`src/rtl/instr_encode.sv`:
```
// Instruction-stream encoder: packs R/I/J descriptors into 32-bit words and
// writes them to consecutive instruction-memory addresses under a handshake.
module instr_encode (
  input  logic        clk,
  input  logic        reset_n,
  input  logic        start_i,
  input  logic [31:0] base_addr_i,
  input  logic        in_valid_i,
  output logic        in_ready_o,
  input  logic [1:0]  fmt_i,
  input  logic [5:0]  op_i,
  input  logic [4:0]  rs_i,
  input  logic [4:0]  rt_i,
  input  logic [4:0]  rd_i,
  input  logic [4:0]  shamt_i,
  input  logic [5:0]  funct_i,
  input  logic [31:0] imm_i,
  input  logic        sign_ext_i,
  input  logic [25:0] target_i,
  input  logic        last_i,
  output logic        imem_we_o,
  output logic [31:0] imem_addr_o,
  output logic [31:0] imem_wdata_o,
  input  logic        imem_ack_i,
  output logic        busy_o,
  output logic        done_o,
  output logic        err_o,
  output logic [15:0] word_count_o,
  output logic [7:0]  err_count_o
);

  typedef enum logic [1:0] {S_IDLE, S_ACCEPT, S_WRITE, S_DONE} state_e;
  typedef enum logic [1:0] {FMT_R = 2'd0, FMT_I = 2'd1, FMT_J = 2'd2, FMT_BAD = 2'd3} fmt_e;

  state_e      state_q;
  logic [31:0] addr_q;
  logic [31:0] wdata_q;
  logic        we_q;
  logic        last_q;
  logic        err_q;
  logic [15:0] word_cnt_q;
  logic [7:0]  err_cnt_q;

  logic [31:0] word_d;
  logic        word_ok_d;
  logic        imm_fits;

  // The immediate must be representable in 16 bits under the chosen signedness.
  assign imm_fits = sign_ext_i ? (imm_i[31:16] == {16{imm_i[15]}})
                               : (imm_i[31:16] == 16'h0000);

  // NOTE: every variable gets a default first so no path leaves it unassigned and infers a latch.
  always_comb begin
    word_d    = 32'h0000_0000;
    word_ok_d = 1'b0;
    unique case (fmt_e'(fmt_i))
      FMT_R: begin
        word_d    = {6'h00, rs_i, rt_i, rd_i, shamt_i, funct_i};
        word_ok_d = 1'b1;
      end
      FMT_I: begin
        word_d    = {op_i, rs_i, rt_i, imm_i[15:0]};
        word_ok_d = (op_i != 6'h00) && (op_i != 6'h02) && (op_i != 6'h03) && imm_fits;
      end
      FMT_J: begin
        word_d    = {op_i, target_i};
        word_ok_d = (op_i == 6'h02) || (op_i == 6'h03);
      end
      FMT_BAD: begin
        word_d    = 32'h0000_0000;
        word_ok_d = 1'b0;
      end
    endcase
  end

  // NOTE: state is updated with non-blocking assignments so all registers see pre-edge values.
  always_ff @(posedge clk) begin
    if (!reset_n) begin
      state_q    <= S_IDLE;
      addr_q     <= 32'h0000_0000;
      wdata_q    <= 32'h0000_0000;
      we_q       <= 1'b0;
      last_q     <= 1'b0;
      err_q      <= 1'b0;
      word_cnt_q <= 16'h0000;
      err_cnt_q  <= 8'h00;
    end else begin
      err_q <= 1'b0;
      unique case (state_q)
        S_IDLE: begin
          if (start_i) begin
            state_q    <= S_ACCEPT;
            addr_q     <= base_addr_i;
            word_cnt_q <= 16'h0000;
            err_cnt_q  <= 8'h00;
          end
        end
        S_ACCEPT: begin
          if (in_valid_i) begin
            if (word_ok_d) begin
              wdata_q <= word_d;
              last_q  <= last_i;
              we_q    <= 1'b1;
              state_q <= S_WRITE;
            end else begin
              err_q     <= 1'b1;
              err_cnt_q <= (err_cnt_q == 8'hFF) ? err_cnt_q : err_cnt_q + 8'd1;
              state_q   <= last_i ? S_DONE : S_ACCEPT;
            end
          end
        end
        S_WRITE: begin
          // Request stays frozen until the memory acknowledges it.
          if (imem_ack_i && we_q) begin
            we_q       <= 1'b0;
            addr_q     <= addr_q + 32'd4;
            word_cnt_q <= (word_cnt_q == 16'hFFFF) ? word_cnt_q : word_cnt_q + 16'd1;
            state_q    <= last_q ? S_DONE : S_ACCEPT;
          end
        end
        S_DONE: begin
          state_q <= S_IDLE;
        end
      endcase
    end
  end

  assign in_ready_o   = (state_q == S_ACCEPT);
  assign busy_o       = (state_q == S_ACCEPT) || (state_q == S_WRITE);
  assign done_o       = (state_q == S_DONE);
  assign err_o        = err_q;
  assign imem_we_o    = we_q;
  assign imem_addr_o  = addr_q;
  assign imem_wdata_o = wdata_q;
  assign word_count_o = word_cnt_q;
  assign err_count_o  = err_cnt_q;

endmodule

```
`config.mk`:
```
export PLATFORM = sky130hd
export DESIGN_NAME = instr_encode
export DESIGN_NICKNAME = d
export VERILOG_FILES = /design/src/rtl/instr_encode.sv
export SDC_FILE = /design/constraint.sdc
export NUM_CORES = 1
export LEC_CHECK = 0
export CORE_ASPECT_RATIO = 0.75
export CORE_MARGIN = 4
export CORE_UTILIZATION = 47
export DETAILED_ROUTE_END_ITERATION = 12
export GPL_TIMING_DRIVEN = 0
export PLACE_DENSITY = 0.94
export SLEW_MARGIN = 20
export SYNTH_ARGS = -nofsm -noshare
export SYNTH_HDL_FRONTEND = slang
export SYNTH_SLANG_ARGS = --single-unit
```
`constraint.sdc`:
```
create_clock -name clk -period 5.25 [get_ports clk]
set_clock_uncertainty 0.15 [all_clocks]
set_input_delay 0.7875 -clock clk [delete_from_list [all_inputs] [get_ports clk]]
set_output_delay 0.7875 -clock clk [all_outputs]
set_load 0.01 [all_outputs]
```
* Yosys cells after proc, flatten, opt, wreduce, memory -nomap -nowiden
Index checks and enable logic that the tools add are counted.
Word-level totals: flip-flop bits (word level) 93, bits of input ports 131, output and inout port bits 93, logic and storage cells 78
Operators by class: add/sub/neg operators 3, equal/unequal tests 20, multiplexer cells 27, reduce and logical (&&, ||, !) cells 20
Operators by type and width (number):
- $pmux W32 S4 | 1
- $mux W32 | 2
- $pmux W32 S2 | 1
- $mux W16 | 3
- $add A32 B3 Y32 const B | 1
- $mux W8 | 4
- $pmux W16 S2 | 1
- $add A16 B1 Y16 const B | 1
- $eq A16 B16 Y1 | 1
- $eq A16 B16 Y1 const B | 1
- $logic_not A16 Y1 | 1
- $pmux W8 S2 | 1
- $eq A6 B2 Y1 const B | 2
- $mux W2 | 6
- $ne A2 B2 Y1 const B | 6
- $ne A6 B2 Y1 const B | 2
- $reduce_and A3 Y1 | 4
- $add A8 B1 Y8 const B | 1
- $eq A2 B2 Y1 const B | 4
- $eq A8 B8 Y1 const B | 1
- $pmux W2 S4 | 1
- $reduce_and A4 Y1 | 2
- $reduce_bool A2 Y1 | 3
- $reduce_bool A6 Y1 | 1
- other kinds (9) | 19

* Depth between registers and ports, before layout
depth after elaboration 8, gate-level depth with buffers 10, gate-level depth less buffers 8

* Least setup slack after synthesis
OpenSTA, ideal clock, no wires.
path type in2reg, start point input port imm_i[25], end point register wdata_q[26] (netlist: imem_wdata_o[26]), library setup time 72 ps, data arrival time 2249 ps, data required time 5028 ps, slack 2779 ps, stages on the path 8, path buffers 2, cells stage by stage nor4_1 a41o_1 nand3_1 o21ai_2 and2_1 buf_4 buf_6 mux2i_1
On the way: longest elaborated chain between the ends 5, elaborated cells between the ends (all ways) 6, classes of those cells 1 x eq/ne; 2 x mux; 3 x reduce/logical
RTL lines:
- start, declared | line 17 | input logic [31:0] imm_i,
- $eq A16 B16 Y1 / $logic_not A16 Y1 (equally long branches) | line 49, 50
- $mux W1 (*) | line 49 | assign imm_fits = sign_ext_i ? (imm_i[31:16] == {16{imm_i[15]}})
- $logic_and A1 B1 Y1 (*) | line 63 | word_ok_d = (op_i != 6'h00) && (op_i != 6'h02) && (op_i != 6'h03) && imm_fits;
- $pmux W1 S4 (*) | line 56 | unique case (fmt_e'(fmt_i))
- $reduce_and A3 Y1 (no source line) (*)
- end signal, assigned | line 101 | wdata_q <= word_d;
- end, declared | line 37 | logic [31:0] wdata_q;
Mark *: on every way between the ends. The rest lies on a longest branch, timed or not. A chain may end at the register's enable or synchronous reset.

* Final worst setup path
start point input port fmt_i[1], end point register wdata_q[24] (netlist: imem_wdata_o[24])
On the way: longest elaborated chain between the ends 3, elaborated cells between the ends (all ways) 7, classes of those cells 3 x eq/ne; 2 x mux; 2 x reduce/logical
RTL lines:
- start, declared | line 10 | input logic [1:0] fmt_i,
- $eq A2 B2 Y1, or another cell as far along | line 56
- $pmux W1 S4 | line 56
- $reduce_and A3 Y1 (no source line)
Parallel ways exist; a longest one is shown, timed or not.

==> reports/metrics.yaml <==
cts_htree_levels: 3
grt_pass1_wl_um: 29700
finalSetupTns_ns: 0
irDropWorstVdd_uv: 187
cts_resized: 0
p_int_mw: 1.64
clkLatencyLatePin_ns: 0.34
wire_per_inst_um: 18.1
viasPerCell: 5.75
regToRegSetupSlack_ns: 2.42
hold_buffers: 0
yosysUniqueCellTypes: 61
syn_nets: 816
grt_usage_pct: 27.7
power_frac_comb_pct: 35.0
slew_violations: 0
postCtsSetupRepairBufs: 0
die_w_um: 131
dr.pass1.iters: 5
wl_um: 19100
die_y_um: 100
cts.clk_slew.worst_paths_ns: 0.07
p_leak_nw: 3.10
ctsLongestPathBuffers: 2
drc: 0
drive_above_1_share_pct: 5.03
ys_seq_area_share_pct: 34.8
grt_pass1_vias: 5941
hp-class: "reg -> reg"
finalCritPeriodShare_pct: 59.2
synthArstFlopShare_pct: 0
nets: 1049
synth-edff-count: 0
hold_violations: 0
cts_root_buffer: "clkbuf_16"
power.share.sequential_pct: 36.3
slew_headroom_pct: 48.4
setup_viol: 0
cp.required_ns: 5.33
ant_nets: 0
switchingPower_mw: 0.847
r2r_start: "state_q[0]"
mostFrequentLayoutCell: "clkdlybuf4s50_1"
dp.cells: 1039
worstReg2RegEnd: "imem_addr_o[2]"
stdcell_count: 1056
synth_area_um2: 5360
numClockSinks: 93
power_density_nw_per_um2: 308
start_util_pct: 48.6
ys_warn_count: 0
die_area_um2: 13200
fmax_ghz: 0.322
reg2reg_depth: 9
status: "completed"
endpoint: "imem_wdata_o[24]"
worst-path-max-fanout: 10
routabilityCongestion: 0.973
antenna_found_initial: 1
min_path_cells: 2
portBuffers: 222
synth_seq_cells: 93
ys_top_cells_by_area: "dfxtp_1 (35%), mux2i_1 (7.5%), nand2_1 (7.3%)"
min_period_ns: 3.11
cp-startpoint: "fmt_i[1]"
synth_flop_cell: "dfxtp_1"
crit_arrival_ns: 3.19
synth.top_cell.area_share_pct: 34.8
cts_tree: "yes"
top_level_ports: 224
p_clk_share_pct: 28.7
endpoint_kind: "flop"
synth_top_area_cell: "dfxtp_1"
dp_hpwl_um: 14800
max_cap_viol_count: 0
final_cell_mix: "clkdlybuf4s50_1 (222), nand2_1 (104), dfxtp_1 (93)"
rsz0062_at_grt: "no"
grt_max_degree: 17
rows: 33
swShare_pct: 34.1
area_growth_syn_to_layout_pct: 50.8
overflow: 0
syn_inst: 677
synth.avg_cell_area_um2: 7.91
cts_made_buffers: 9
crit_type: "in -> reg"
first_iter_violations: 648
num_vias: 6069
core_area_um2: 11000
cp-start-kind: "input pin"
worst_slew_pin_slew_ns: 0.769
## critical path: stages
cell and delay, ns:
clkdlybuf4s50_1 0.48, clkbuf_1 0.34, a21boi_0 0.51, or2_2 0.23
o21ai_2 0.12, and2_1 0.18, buf_4 0.16, buf_6 0.16
o211a_1 0.21
## state kept, by name, summed over array words and instances (netlist names)
signal / flops
word_count_o: 16
err_o: 1
imem_we_o: 1
last_q: 1
state_q: 2
imem_wdata_o: 32
imem_addr_o: 32
err_count_o: 8
## synthesized netlist by cell type, types with 4 or more instances
master / number
a211o_1: 5
a31oi_1: 6
o21a_1: 4
and2_1: 4
nor2b_1: 24
dfxtp_1: 93
o221a_2: 7
a22oi_1: 4
inv_1: 10
a21oi_1: 42
nor2_1: 41
a21boi_0: 11
or2_2: 4
nand3_1: 40
o22ai_1: 4
nand2b_1: 4
o211a_1: 11
buf_6: 4
o31ai_1: 5
nand4_1: 16
xor2_1: 13
nand2_1: 104
ha_1: 8
buf_1: 4
nor3_1: 17
clkbuf_1: 35
mux2i_1: 40
o21ai_0: 48
nor4_1: 14
and3_1: 12
## logic make-up after synthesis
group           Yosys count  synth area share, %
simple gates            293                 27.2
compound gates          171                 21.6
flops                    93                 34.8
buf+inv                  57                 4.70
mux                      40                 7.48
xor+xnor                 15                 2.45
fa+ha+maj                 8                 1.87
## worst min-delay path by stage
stage | endpoint | slack (ns) | start
finish | imem_wdata_o[9] | 0.31 | imem_wdata_o[9]
global route | imem_wdata_o[9] | 0.32 | imem_wdata_o[9]
CTS | imem_wdata_o[9] | 0.31 | imem_wdata_o[9]
detailed placement | imem_wdata_o[9] | 0.30 | imem_wdata_o[9]
global placement | imem_wdata_o[27] | 0.29 | imem_wdata_o[27]
floorplan | last_q | 0.29 | last_q
## power by group through the flow
| stage | Clock (mW) | Combinational, mW | Sequential [mW] |
|---|---|---|---|
| 6_report | 0.712 | 0.871 | 0.901 |
| 5_1_grt | 0.746 | 0.938 | 0.911 |
| 4_1_cts | 0.717 | 0.862 | 0.897 |
| 3_5_place_dp | 0 | 0.857 | 0.912 |
| 3_3_place_gp | 0 | 0.842 | 0.908 |
| 2_1_floorplan | 0 | 0.417 | 0.925 |
## per-stage QoR
stage | setup WS, ns | area (um^2) | hold WS, ns | util (%) | total power, mW
floorplan | 2.78 | 5360 | 0.285 | - | 1.34
global placement | 1.79 | 7750 | 0.293 | 70.3 | 1.75
detailed placement | 1.79 | 7750 | 0.300 | 70.3 | 1.77
CTS | 2.12 | 8080 | 0.309 | 73.2 | 2.48
global route | 1.94 | 8080 | 0.322 | 73.3 | 2.59
finish | 2.14 | 8080 | 0.310 | 73.3 | 2.48
## layout make-up
type | instances | area [um^2]
Multi-Input combinational cell | 527 | 3240
Inverter | 10 | 37.5
Tap cell | 140 | 175
Timing Repair Buffer | 222 | 2220
Buffer | 47 | 214
Sequential cell | 93 | 1860
Antenna cell | 1 | 2.50
Clock buffer | 9 | 225
Clock inverter | 7 | 97.6
Fill cell | 861 | 2950
## per-layer routing
metal / vias to the layer above / wire length, um / share of wire, % / GRT usage, %
met5: - / 0 / 0 / 0
met4: 0 / 384 / 2.0 / 9.04
met3: 34 / 2070 / 11 / 8.77
met2: 340 / 8850 / 46 / 46.7
met1: 2781 / 7810 / 41 / 34.1
li1: 2914 / - / - / -
No activity file was read; power rests on OpenSTA's default activity.
